## src/rtl/genesys_imem_pkg.sv

```systemverilog
// Shared definitions for the instruction fetch path: FSM encoding and
// block / instruction sizing helpers.
package genesys_imem_pkg;

   typedef enum logic [2:0] {
      IDLE  = 3'd0,
      REQ   = 3'd1,
      WAIT  = 3'd2,
      FETCH = 3'd3,
      DRAIN = 3'd4
   } fetch_state_e;

   localparam int DEF_INST_DATA_WIDTH = 32;
   localparam int DEF_INST_ADDR_WIDTH = 10;
   localparam int BLOCK_INST          = 2 ** DEF_INST_ADDR_WIDTH;
   localparam int BYTES_PER_INST      = DEF_INST_DATA_WIDTH / 8;

   function automatic int block_inst(input int addr_w);
      return 1 << addr_w;
   endfunction

   function automatic int bytes_per_inst(input int data_w);
      return data_w / 8;
   endfunction

endpackage

```

## src/rtl/fetch_inst_fifo.sv

```systemverilog
// Output instruction FIFO carrying {last, data}; push and pop may coincide at
// any occupancy. Head outputs read zero while empty.
module fetch_inst_fifo #(
   parameter int W     = 32,
   parameter int DEPTH = 4,
   parameter int CW    = $clog2(DEPTH + 1)
) (
   input  logic          clk,
   input  logic          reset,
   input  logic          push_i,
   input  logic [W-1:0]  push_data_i,
   input  logic          push_last_i,
   input  logic          pop_i,
   output logic          valid_o,
   output logic [W-1:0]  data_o,
   output logic          last_o,
   output logic [CW-1:0] count_o
);
   localparam int PW = $clog2(DEPTH);

   logic [W:0]    mem_q [DEPTH];
   logic [PW-1:0] rd_ptr_q, wr_ptr_q;
   logic [CW-1:0] count_q;
   logic          do_push, do_pop;

   assign do_pop  = pop_i && (count_q != '0);
   assign do_push = push_i && ((count_q != CW'(DEPTH)) || do_pop);

   always_ff @(posedge clk) begin
      if (do_push) mem_q[wr_ptr_q] <= {push_last_i, push_data_i};
   end

   always_ff @(posedge clk) begin
      if (reset) begin
         rd_ptr_q <= '0;
         wr_ptr_q <= '0;
         count_q  <= '0;
      end else begin
         if (do_push) wr_ptr_q <= wr_ptr_q + 1'b1;
         if (do_pop)  rd_ptr_q <= rd_ptr_q + 1'b1;
         count_q <= count_q + CW'(do_push) - CW'(do_pop);
      end
   end

   assign valid_o = (count_q != '0);
   assign data_o  = valid_o ? mem_q[rd_ptr_q][W-1:0] : '0;
   assign last_o  = valid_o ? mem_q[rd_ptr_q][W] : 1'b0;
   assign count_o = count_q;

endmodule

```

## src/rtl/instruction_fetch_unit.sv

```systemverilog
// Fetches a program block by block: requests a DDR load, waits for the
// instruction memory to fill, streams the block through a credit-limited FIFO.
module instruction_fetch_unit
   import genesys_imem_pkg::*;
#(
   parameter int INST_DATA_WIDTH = 32,
   parameter int INST_ADDR_WIDTH = 10,
   parameter int AXI_ADDR_WIDTH  = 42,
   parameter int MEM_REQ_W       = 16,
   parameter int FIFO_DEPTH      = 4
) (
   input  logic                       clk,
   input  logic                       reset,
   input  logic                       start,
   input  logic [AXI_ADDR_WIDTH-1:0]  cfg_base_addr,
   input  logic [31:0]                cfg_num_inst,
   input  logic                       imem_block_ready,
   output logic                       imem_rd_req,
   output logic [INST_ADDR_WIDTH-1:0] imem_rd_addr,
   input  logic                       imem_rd_valid,
   input  logic [INST_DATA_WIDTH-1:0] imem_rd_data,
   output logic                       imem_rd_block_done,
   output logic [AXI_ADDR_WIDTH-1:0]  decoder_ld_addr,
   output logic [MEM_REQ_W-1:0]       decoder_ld_req_size,
   output logic                       decoder_ld_req_in,
   output logic                       inst_valid,
   input  logic                       inst_ready,
   output logic [INST_DATA_WIDTH-1:0] inst_data,
   output logic                       inst_last,
   output logic                       busy
);
   localparam int BLK_INST = block_inst(INST_ADDR_WIDTH);
   localparam int BPI      = bytes_per_inst(INST_DATA_WIDTH);
   localparam int CNT_W    = INST_ADDR_WIDTH + 1;
   localparam int FCW      = $clog2(FIFO_DEPTH + 1);

   fetch_state_e              state_q, state_d;
   logic [AXI_ADDR_WIDTH-1:0] cur_addr_q, cur_addr_d, ld_addr_q, ld_addr_d;
   logic [MEM_REQ_W-1:0]      ld_size_q, ld_size_d;
   logic                      ld_tog_q, ld_tog_d;
   logic [31:0]               remaining_q, remaining_d, total_q, total_d;
   logic [31:0]               push_idx_q, push_idx_d;
   logic [CNT_W-1:0]          blk_n_q, blk_n_d, issued_q, issued_d;
   logic [CNT_W-1:0]          returned_q, returned_d, blk_n_calc;
   logic                      outstanding_q, rdy_prev_q;

   logic [FCW-1:0]            fifo_count;
   logic                      push, pop, rd_req, blk_done, fifo_empty_nxt;

   assign pop  = inst_valid && inst_ready;
   // Only reads issued by the live program land in the FIFO; a return that
   // arrives just after reset finds outstanding_q cleared and is dropped.
   assign push = imem_rd_valid && outstanding_q;

   assign rd_req = (state_q == FETCH) && (issued_q < blk_n_q) &&
                   ((32'(fifo_count) + 32'(outstanding_q)) < FIFO_DEPTH);
   assign blk_done       = (state_q == FETCH) && (returned_q == blk_n_q);
   assign fifo_empty_nxt = (fifo_count == '0) || ((fifo_count == FCW'(1)) && pop);
   assign blk_n_calc     = (remaining_q > 32'(BLK_INST)) ? CNT_W'(BLK_INST)
                                                         : CNT_W'(remaining_q);

   always_comb begin
      state_d     = state_q;
      cur_addr_d  = cur_addr_q;
      ld_addr_d   = ld_addr_q;
      ld_size_d   = ld_size_q;
      ld_tog_d    = ld_tog_q;
      remaining_d = remaining_q;
      total_d     = total_q;
      push_idx_d  = push ? push_idx_q + 32'd1 : push_idx_q;
      blk_n_d     = blk_n_q;
      issued_d    = rd_req ? issued_q + 1'b1 : issued_q;
      returned_d  = push ? returned_q + 1'b1 : returned_q;
      case (state_q)
         IDLE: begin
            if (start && (cfg_num_inst != 32'd0)) begin
               cur_addr_d  = cfg_base_addr;
               remaining_d = cfg_num_inst;
               total_d     = cfg_num_inst;
               push_idx_d  = 32'd0;
               state_d     = REQ;
            end
         end
         REQ: begin
            blk_n_d   = blk_n_calc;
            ld_addr_d = cur_addr_q;
            ld_size_d = MEM_REQ_W'(32'(blk_n_calc) * 32'(BPI));
            ld_tog_d  = ~ld_tog_q;
            state_d   = WAIT;
         end
         WAIT: begin
            if (imem_block_ready && !rdy_prev_q) begin
               issued_d   = '0;
               returned_d = '0;
               state_d    = FETCH;
            end
         end
         FETCH: begin
            if (blk_done) begin
               cur_addr_d  = cur_addr_q + AXI_ADDR_WIDTH'(blk_n_q) * AXI_ADDR_WIDTH'(BPI);
               remaining_d = remaining_q - 32'(blk_n_q);
               if (remaining_q != 32'(blk_n_q)) state_d = REQ;
               else                             state_d = fifo_empty_nxt ? IDLE : DRAIN;
            end
         end
         DRAIN: begin
            if (fifo_empty_nxt) state_d = IDLE;
         end
         default: state_d = IDLE;
      endcase
   end

   always_ff @(posedge clk) begin
      if (reset) begin
         state_q       <= IDLE;
         cur_addr_q    <= '0;
         ld_addr_q     <= '0;
         ld_size_q     <= '0;
         ld_tog_q      <= 1'b0;
         remaining_q   <= '0;
         total_q       <= '0;
         push_idx_q    <= '0;
         blk_n_q       <= '0;
         issued_q      <= '0;
         returned_q    <= '0;
         outstanding_q <= 1'b0;
         rdy_prev_q    <= 1'b0;
      end else begin
         state_q       <= state_d;
         cur_addr_q    <= cur_addr_d;
         ld_addr_q     <= ld_addr_d;
         ld_size_q     <= ld_size_d;
         ld_tog_q      <= ld_tog_d;
         remaining_q   <= remaining_d;
         total_q       <= total_d;
         push_idx_q    <= push_idx_d;
         blk_n_q       <= blk_n_d;
         issued_q      <= issued_d;
         returned_q    <= returned_d;
         outstanding_q <= rd_req;
         rdy_prev_q    <= imem_block_ready;
      end
   end

   fetch_inst_fifo #(
      .W     (INST_DATA_WIDTH),
      .DEPTH (FIFO_DEPTH),
      .CW    (FCW)
   ) u_fifo (
      .clk         (clk),
      .reset       (reset),
      .push_i      (push),
      .push_data_i (imem_rd_data),
      .push_last_i (push_idx_q == total_q - 32'd1),
      .pop_i       (pop),
      .valid_o     (inst_valid),
      .data_o      (inst_data),
      .last_o      (inst_last),
      .count_o     (fifo_count)
   );

   assign imem_rd_req         = rd_req;
   assign imem_rd_addr        = issued_q[INST_ADDR_WIDTH-1:0];
   assign imem_rd_block_done  = blk_done;
   assign decoder_ld_addr     = ld_addr_q;
   assign decoder_ld_req_size = ld_size_q;
   assign decoder_ld_req_in   = ld_tog_q;
   assign busy                = (state_q != IDLE);

endmodule

```

## config.mk

```make
export PLATFORM = sky130hd
export DESIGN_NAME = instruction_fetch_unit
export DESIGN_NICKNAME = d
export VERILOG_FILES = /design/src/rtl/genesys_imem_pkg.sv /design/src/rtl/fetch_inst_fifo.sv /design/src/rtl/instruction_fetch_unit.sv
export SDC_FILE = /design/constraint.sdc
export NUM_CORES = 1
export LEC_CHECK = 0
export ABC_AREA = 1
export CAP_MARGIN = 20
export CORE_MARGIN = 5
export CORE_UTILIZATION = 45
export DETAILED_ROUTE_END_ITERATION = 10
export GPL_ROUTABILITY_DRIVEN = 0
export GPL_TIMING_DRIVEN = 0
export MAX_ROUTING_LAYER = met4
export PLACE_DENSITY = 0.67
export SETUP_SLACK_MARGIN = 0.4
export SYNTH_ARGS = -nofsm -noshare
export SYNTH_HDL_FRONTEND = slang
export SYNTH_SLANG_ARGS = --single-unit
```

## constraint.sdc

```tcl
create_clock -name clk -period 3.3 [get_ports clk]
set_input_delay 0.66 -clock clk [delete_from_list [all_inputs] [get_ports clk]]
set_output_delay 0.66 -clock clk [all_outputs]
set_load 0.02 [all_outputs]
```

---- Yosys cells after proc, flatten, opt, wreduce, memory -nomap -nowiden ----
Memories as Yosys holds them, arrays and structs flattened. A register that Yosys moved wholly into a read port is not among the register bits.
Index checks and enable logic that the tools add are counted.
storage, ports and cells
  register bits ........................... 226
  latch bits .............................. 0
  RAM bits ................................ 132
  bits in read-only memories .............. 0
  bits of input ports ..................... 112
  output and inout port bits .............. 106
  logic and storage cells ................. 95
  memories kept ........................... 1
memory list
  memory        depth  width  rd ports  clocked after memory_dff  wr ports  RTL line               RTL
  u_fifo.mem_q  4      33     1         1                         1         fetch_inst_fifo.sv:21  logic [W:0] mem_q [DEPTH];
operators by class
  $add $sub $neg .......................... 11
  multiply operators ...................... 0
  divide/modulo/power cells ............... 0
  $lt $le $gt $ge ......................... 3
  eq/ne operators ......................... 13
  shifts and indexed selects .............. 0
  multiplexer cells ....................... 29
  bitwise operators ....................... 1
  reduce and logical (&&, ||, !) cells .... 22
operators with widths
  operator                                                         count
  2-to-1 mux 32 bit                                                6
  2-to-1 mux 42 bit                                                2
  one-hot mux 42 bit (2 select lines)                              1
  2-to-1 mux 11 bit                                                7
  one-hot mux 32 bit (2 select lines)                              1
  adder 42 x 13 -> 42 bit                                          1
  adder 32 x 1 -> 32 bit, second input constant                    1
  == test 32 bit                                                   1
  greater-than comparator 32 x 11 -> 1 bit, second input constant  1
  != test 32 x 11 -> 1 bit                                         1
  nonzero test 32 bit                                              1
  subtractor 32 x 1 -> 32 bit, second input constant               1
  subtractor 32 x 11 -> 32 bit                                     1
  adder 11 x 1 -> 11 bit, second input constant                    2
  2-to-1 mux 3 bit                                                 6
  one-hot mux 3 bit (5 select lines)                               1
  == test 11 bit                                                   1
  less-than comparator 11 bit                                      1
  logical AND 1 bit                                                10
  != test 2 bit, second input constant                             4
  == test 3 x 1 -> 1 bit, second input constant                    2
  == test 3 x 2 -> 1 bit, second input constant                    2
  logical NOT 3 bit                                                2
  nonzero test 3 bit                                               2
  16 further kinds                                                 21

---- Logic depth before layout (Yosys ltp) ----
Gate-level depths: netlist of run 1.
  depth after elaboration ................. 8
  mapped depth ............................ 16
  mapped depth without buffers ............ 16

---- By module ----
Synthesis of run 1 repeated with hierarchy kept, for this count alone.
unflattened totals
  cells, all modules ...................... 2663
  area total of the unflattened synthesis .. 19507.5 µm²
by module, submodules not included
  module                  times used  cells each  area an instance (µm²)  sequential area each (µm²)
  instruction_fetch_unit  1           2203        13915.8                 4384.2
  fetch_inst_fifo         1           460         5591.6                  4144.0

---- Worst setup path before layout of run 1 ----
No wires, ideal clock.
  path type ............................... input to register
  start ................................... input port imem_rd_valid
  end ..................................... memory u_fifo.mem_q[0][0] (netlist bit), enable pin
  library setup time ...................... 423 ps
  arrival ................................. 2562 ps
  required time ........................... 2877 ps
  setup slack ............................. 315 ps
  cell stages on the path ................. 4
  path buffers ............................ 0
  cell sequence ........................... nand2_2 a31oi_1 inv_1 nor2_1
on the way
  cells in the longest elaborated chain, start to end .. 4
ends and longest elaborated chain
  element                                 RTL line                      RTL
  from (decl)                             instruction_fetch_unit.sv:20  input logic imem_rd_valid,
  logical AND 1 bit                       instruction_fetch_unit.sv:53  assign push = imem_rd_valid && outstanding_q;
  logical AND 1 bit                       fetch_inst_fifo.sv:27         assign do_push = push_i && ((count_q != CW'(DEPTH)) || do_pop);
  named net u_fifo.do_push                fetch_inst_fifo.sv:24         logic do_push, do_pop;
  2-to-1 mux 1 bit                        fetch_inst_fifo.sv:30         if (do_push) mem_q[wr_ptr_q] <= {push_last_i, push_data_i};
  2-to-1 mux 1 bit (implied by the code)  fetch_inst_fifo.sv:30
  to (decl)                               fetch_inst_fifo.sv:21
The timed path passes the listed nets, and every way through them passes these cells.

==> results by group, run 1 <==
STA
  – Fmax: 342 MHz
  – Worst Hold Slack: 0.469 ns
  – Worst slew pin tran: 0.916 ns
  – RSZ-0062 raised after global routing: true
  – Fin. max-slew vios: 0
  – Final Skew: 0.0321 ns
  – Hold Vio Cnt, Final: 0
  – Setup TNS: 0 ns
  – Period utilization: 88.6%
  – # setup viols final: 0
  – Tmin final: 2.92 ns
  – Slew margin rel.: 38.9%

Synthesis
  – Ys flop type: dfxtp_1
  – Synth area leader: dfxtp_1
  – Largest cells by area after synthesis: dfxtp_1 (23%), edfxtp_1 (20%), nand2_1 (11%)
  – Most numerous cell in the Yosys netlist: nand2_1
  – Post-synth cell types: 46
  – Post-synth EDFFs: 132
  – Asr flop ratio synth: 0%
  – Synthesis Warnings: 0
  – Most frequent cells after synthesis: nand2_1 (588), nor2_1 (495), a21oi_1 (232)
  – Syn_area_per_cell: 7.23 um2
  – Mapped Cells: 2697
  – Number of synthesized register bits: 360
  – Post-synthesis sequential area ratio: 43.8%
  – Share of the synthesized area in the top cell type: 23.4%
  – Synth Cell Area: 19500 um2

Critical path
  – Max Fanout on Critical Path: 4
  – Worst Setup Start Kind: flop
  – Buf/Inv on CP: 4
  – Worst Setup End Kind: output port
  – Critical path's top delay family: compound AO/OA/AOI/OAI gates
  – Critical-path cell list: inv_2 -> ha_1 -> a21oi_1 -> o21ai_0 -> nand2_1 -> o211ai_1 -> a21oi_2 -> nand3_2 -> buf_8 -> inv_2 -> buf_6
  – Worst path slowest cell: dfxtp_4
  – Crit path required time: 2.64 ns
  – CP max stage delay: 0.36 ns
  – Cell mode on critical path: inv_2
  – Setup Crit Path Kind: flop to output port
  – CP Data Arrival Time: 2.26 ns

Routing
  – Starting DRC count in detailed routing: 1842
  – Final WL: 63.5 mm
  – Drt drc: 0
  – DR vias/cell: 5.36
  – Pre-antenna DRT Iters: 6
  – Avg WL per Cell: 17.7 um
  – DRT antenna net count: 0
  – Routed vias: 19.2k

Flow run
  – Maxcap violations: 0

CTS
  – CTS Buf Count: 39
  – Clk_lat worst skew: 0.57 ns
  – Post-CTS Hold Fix Bufs: 0
  – Root buf cell: clkbuf_16
  – CTS sink cnt: 360
  – H-tree levels: 2
  – CTS tree: built
  – Reg clk slew, reported paths: 0.06 ns
  – Clock Tree Buf Depth: 3

Placement
  – Final HPWL DP: 48.4 mm
  – I/O Buffers: 211
  – # placed instances: 3501

Power
  – Maximum resistive drop on vdd: 0.504 mV
  – Leakage: 9.52 nW
  – Power Dens Cells: 883 nW/um2
  – Internal: 0.0116 W
  – Clock Power Share: 21.1%
  – Sw power: 0.00952 W
  – Sw Ratio: 45.1%
  – Comb pwr share: 48.9%
  – Sequential share of power: 29.9%

Global route
  – Vias in the first global route: 18.2k
  – GRT overflow: 0
  – Largest net degree at the start of global routing: 23
  – First-pass GRT wire length: 98.2 mm
  – Total GRT Usage: 26.6%
  – Antenna violations before repair: 1

Worst hold path
  – HP Class: flop to flop

Floorplan
  – Core area: 43000 um2
  – Area of the die: 47600 um2
  – Boundary Pins: 218
  – Die H: 218 um
  – Row count: 76
  – Initial Util: 45.3%
  – Die W: 218 um

Final layout
  – Layout cell share with drive strength beyond 1: 7.71%
  – Area delta synth->final: 22.6%
  – Number of fill cells: 4117
  – Sequential cell area: 8560 um2
  – Nets: 3128
  – Non-Filler Instances: 3584
  – Area of the multi-input gates: 9680 um2

Outcome
  – Outcome: finished clean
==> registers in the layout, summed over array words and instances (netlist names), 2 cells and up, named ones only <==
| signal | count |
|---|---|
| cur_addr_q | 42 |
| decoder_ld_addr | 42 |
| decoder_ld_req_size | 11 |
| issued_q | 11 |
| push_idx_q | 32 |
| remaining_q | 32 |
| returned_q | 11 |
| state_q | 3 |
| total_q | 32 |
| u_fifo.count_o | 3 |
| u_fifo.mem_q | 132 |
| u_fifo.rd_ptr_q | 2 |
| u_fifo.wr_ptr_q | 2 |
==> cells by family after synthesis <==
group / Yosys count / synth area share (%)
flops: 360 / 43.8
simple gates: 1410 / 30.4
fa+ha+maj: 46 / 3.07
buf+inv: 345 / 7.11
xor+xnor: 88 / 3.95
compound gates: 447 / 11.7
other cells: 1 / 0.0192
==> cell type report <==
class | count | share of cell area, %
Antenna cell | 1 | 0.0105
Tap cell | 585 | 3.06
Inverter | 229 | 3.60
Timing Repair Buffer | 228 | 9.18
Sequential cell | 360 | 35.8
Multi-Input combinational cell | 1996 | 40.5
Clock buffer | 57 | 4.71
Buffer | 116 | 2.44
Clock inverter | 12 | 0.680
==> layout by cell type (no fill, tap or decap), drive strengths merged, types with 5 or more instances in the layout <==
| cell | n |
|---|---|
| dlygate4sd2 | 7 |
| nand3 | 181 |
| nand3b | 8 |
| nor4 | 6 |
| o21ai | 199 |
| nor2 | 505 |
| xnor2 | 27 |
| ha | 43 |
| clkdlybuf4s15 | 5 |
| nand4 | 50 |
| nand2 | 595 |
| clkbuf | 143 |
| dfxtp | 228 |
| clkdlybuf4s50 | 176 |
| edfxtp | 132 |
| buf | 70 |
| nor3 | 45 |
| or2 | 11 |
| conb | 5 |
| xor2 | 61 |
| a21oi | 233 |
| inv | 226 |
| clkinv | 9 |
| a31oi | 5 |
==> what timing repair did <==
action | in CTS | in global routing
endpoints found under the hold margin | 0 | 0
gates resized for setup | 93 | 78
pin swaps | 1 | 1
buffers inserted | 3 | 10
setup endpoints to repair | 36 | 32
==> through the flow <==
step / total power [W] / setup WS (ns) / utilization [%] / area, um2
2_1_floorplan: 0.0128 / 0.315 / - / 19500
3_3_place_gp: 0.0162 / -1.50 / 52.0 / 22400
3_5_place_dp: 0.0164 / -0.162 / 52.3 / 22500
4_1_cts: 0.0209 / 0.129 / 55.5 / 23900
5_1_grt: 0.0225 / 0.298 / 55.6 / 23900
6_report: 0.0211 / 0.377 / 55.6 / 23900
==> per-layer routing <==
| layer | part of all wire (%) | vias to the layer above | track usage, % |
|---|---|---|---|
| met4 | 4.8 | 0 | 11.6 |
| li1 | - | 9386 | - |
| met3 | 7.7 | 182 | 4.56 |
| met5 | 0 | - | - |
| met2 | 45 | 845 | 42.1 |
| met1 | 42 | 8815 | 33.8 |
==> path summary, 6_finish.rpt <==
kind                          startpoint             endpoint  slack [ns]  depth (start not counted)
hold / removal        u_fifo.rd_ptr_q[1]                 flop        0.47                          2
hold reg to reg       u_fifo.rd_ptr_q[1]                 flop        0.47                          2
setup / recovery  decoder_ld_req_size[8]          imem_rd_req        0.38                         11
setup reg to reg              total_q[0]  u_fifo.mem_q[2][32]        0.69                         14
==> power by group through the flow <==
stage               registers [W]  logic (W)  clock network [W]
floorplan                 0.00642    0.00635                  0
global placement          0.00634    0.00989                  0
detailed placement        0.00636     0.0100                  0
CTS                       0.00630     0.0101            0.00454
global route              0.00641     0.0114            0.00469
finish                    0.00632     0.0103            0.00446
==> worst reg2reg max path, cell delays in order (launching register included) <==
cell and delay (ns):
dfxtp_1 0.31, inv_1 0.15, ha_1 0.23, nand3_2 0.15, nor2_4 0.20, nand2_2 0.11, nor2_2 0.19, nand2_1 0.10
nand2_1 0.07, nand2_1 0.04, nor2_1 0.08, nand2_1 0.05, nor2_1 0.12, nand3_1 0.08, nor2_1 0.42
Note: power is estimated with default switching activity, not from simulation.
==> run 2, diff against run 1 <==
==> constraint.sdc (replaced) <==
create_clock -name clk -period 2.8 [get_ports clk]
set_input_delay 0.56 -clock clk [delete_from_list [all_inputs] [get_ports clk]]
set_output_delay 0.56 -clock clk [all_outputs]
set_load 0.02 [all_outputs]
==> run 2 against run 1 <==
Setup slack got worse by 0.28 ns. Clock skew down 0.0010 ns. Register-to-register slack got worse by 0.24 ns. Non-clock buffer count increased by 47. Global-route usage rose by 0.96 points. Combinational power is 38% higher. First-iteration DRC count up 8.9%. Wire length is 5.6% higher. Count of clock-buffer cells in the layout did not move. Sequential share of layout area is 2.0 points lower. Worst hold slack lost 0.055 ns.
==> results by group, run 2 (synthesis results as in run 1) <==
Flow run
  – Maxcap violations: 0

CTS
  – CTS tree: built
  – Reg clk slew, reported paths: 0.06 ns
  – CTS sink cnt: 360
  – CTS Buf Count: 41
  – Clock Tree Buf Depth: 3
  – H-tree levels: 2
  – Post-CTS Hold Fix Bufs: 0
  – Clk_lat worst skew: 0.58 ns
  – Root buf cell: clkbuf_16

STA
  – Fin. max-slew vios: 0
  – Period utilization: 96.5%
  – Fmax: 370 MHz
  – Tmin final: 2.70 ns
  – # setup viols final: 0
  – Final Skew: 0.0311 ns
  – Slew margin rel.: 36.7%
  – Setup TNS: 0 ns
  – Hold Vio Cnt, Final: 0
  – RSZ-0062 raised after global routing: true
  – Final WS setup: 0.0974 ns
  – Worst slew pin tran: 0.949 ns

Worst hold path
  – HP Class: input port to flop

Floorplan
  – Core area: 43000 um2
  – Area of the die: 47600 um2
  – Initial Util: 45.3%
  – Row count: 76
  – Boundary Pins: 218
  – Die W: 218 um
  – Die H: 218 um

Outcome
  – Outcome: finished clean

Routing
  – Routed vias: 19.8k
  – Pre-antenna DRT Iters: 8
  – Avg WL per Cell: 18.5 um
  – DRT antenna net count: 0
  – Starting DRC count in detailed routing: 2006
  – Final WL: 67.1 mm
  – Drt drc: 0
  – DR vias/cell: 5.46

Final layout
  – Largest register by flop count: u_fifo.mem_q
  – Commonest non-fill, non-tap cell in the layout: nand2_1
  – Max FFs per register: 132
  – Most frequent cells in the layout: nand2_1 (572), nor2_1 (449), inv_1 (211), a21oi_1 (211), dfxtp_1 (205)
  – Layout cell share with drive strength beyond 1: 13.7%
  – Area delta synth->final: 30.2%
  – Nets: 3177
  – Ant. Diodes: 0

Placement
  – I/O Buffers: 211
  – Final HPWL DP: 48.6 mm
  – Place WS: -0.530 ns

Global route
  – Antenna violations before repair: 0
  – First-pass GRT wire length: 102 mm
  – Vias in the first global route: 18.8k
  – Total GRT Usage: 27.6%
  – GRT overflow: 0
  – Largest net degree at the start of global routing: 25

Power
  – Maximum resistive drop on vdd: 0.531 mV
  – Leakage: 10.1 nW
  – Power Dens Cells: 1060 nW/um2

Critical path
  – Setup Crit Path Kind: flop to output port
  – Worst Setup Start Kind: flop
  – Crit path required time: 2.24 ns
  – Worst Setup End Kind: output port
  – CP Data Arrival Time: 2.14 ns
  – Max Fanout on Critical Path: 2
[run 2: cell count changes in the layout (fill, tap and decap cells not counted), moves of 24 or more]
cell / previous run / this run
o21ai_1: 1 / 43
clkbuf_2: 30 / 6
nor2_1: 490 / 449
o21ai_0: 198 / 149
buf_4: 33 / 84
[run 2: worst paths after layout]
| kind | from | to | slack (ns) | cells after the start |
|---|---|---|---|---|
| worst max-delay path | decoder_ld_req_size[8] | imem_rd_req | 0.1 | 11 |
| worst min-delay path | cfg_num_inst[18] | total_q[18] | 0.41 | 3 |
| worst max register to register | decoder_ld_req_size[12] | issued_q[4] | 0.45 | 15 |
| worst min register to register | decoder_ld_req_in | decoder_ld_req_in | 0.46 | 1 |
[run 2: power breakdown]
part	switching, W	internal [W]	total, W	leakage [nW]
Sequential	0.000958	0.00645	0.00741	3.08
Combinational	0.00889	0.00530	0.0142	6.35
Clock	0.00219	0.00312	0.00531	0.653
[run 2: repair_timing]
| item | 4_1_cts | 5_1_grt |
|---|---|---|
| resized for setup | 323 | 242 |
| pin swaps | 16 | 78 |
| cloned | 2 | 4 |
| setup endpoints to repair | 66 | 227 |
| setup buffers | 37 | 17 |
[run 2: cell type report]
class,count,area [um2]
Fill cell,3919,17600
Clock buffer,57,1180
Multi-Input combinational cell,1996,10200
Tap cell,585,732
Timing Repair Buffer,275,2800
Clock inverter,16,130
Inverter,229,885
Sequential cell,360,8590
Buffer,116,835
[run 2: worst max-delay path: stages, from the launching register on]
cell and delay, ns:
dfxtp_4 0.36, inv_4 0.05, ha_4 0.22, a21oi_2 0.10, o21ai_1 0.07, nand2_1 0.07
o211ai_1 0.09, a21oi_2 0.17, nand3_2 0.13, buf_8 0.16, inv_4 0.05, buf_6 0.11
[run 2: stage by stage]
stage / hold WS [ns] / total power [W] / cells / util, % / area, um2
final: 0.413 / 0.0269 / 3634 / 59.0 / 25400
after global routing: 0.402 / 0.0286 / 3634 / 59.0 / 25400
after CTS: 0.458 / 0.0255 / 3613 / 57.0 / 24500
after detailed placement: 0.447 / 0.0194 / 3501 / 52.3 / 22500
after global placement: 0.447 / 0.0192 / 3497 / 52.0 / 22400
after floorplan: 0.436 / 0.0150 / 2701 / - / 19500
[run 2: layer usage]
metal / routed length [um] / share of wire, % / vias up / global-route usage, %
met2: 31300 / 47 / 898 / 45.2
met5: 0 / 0 / - / -
met3: 5150 / 7.7 / 202 / 4.27
met4: 2990 / 4.5 / 0 / 10.1
li1: - / - / 9503 / -
met1: 27600 / 41 / 9231 / 34.8
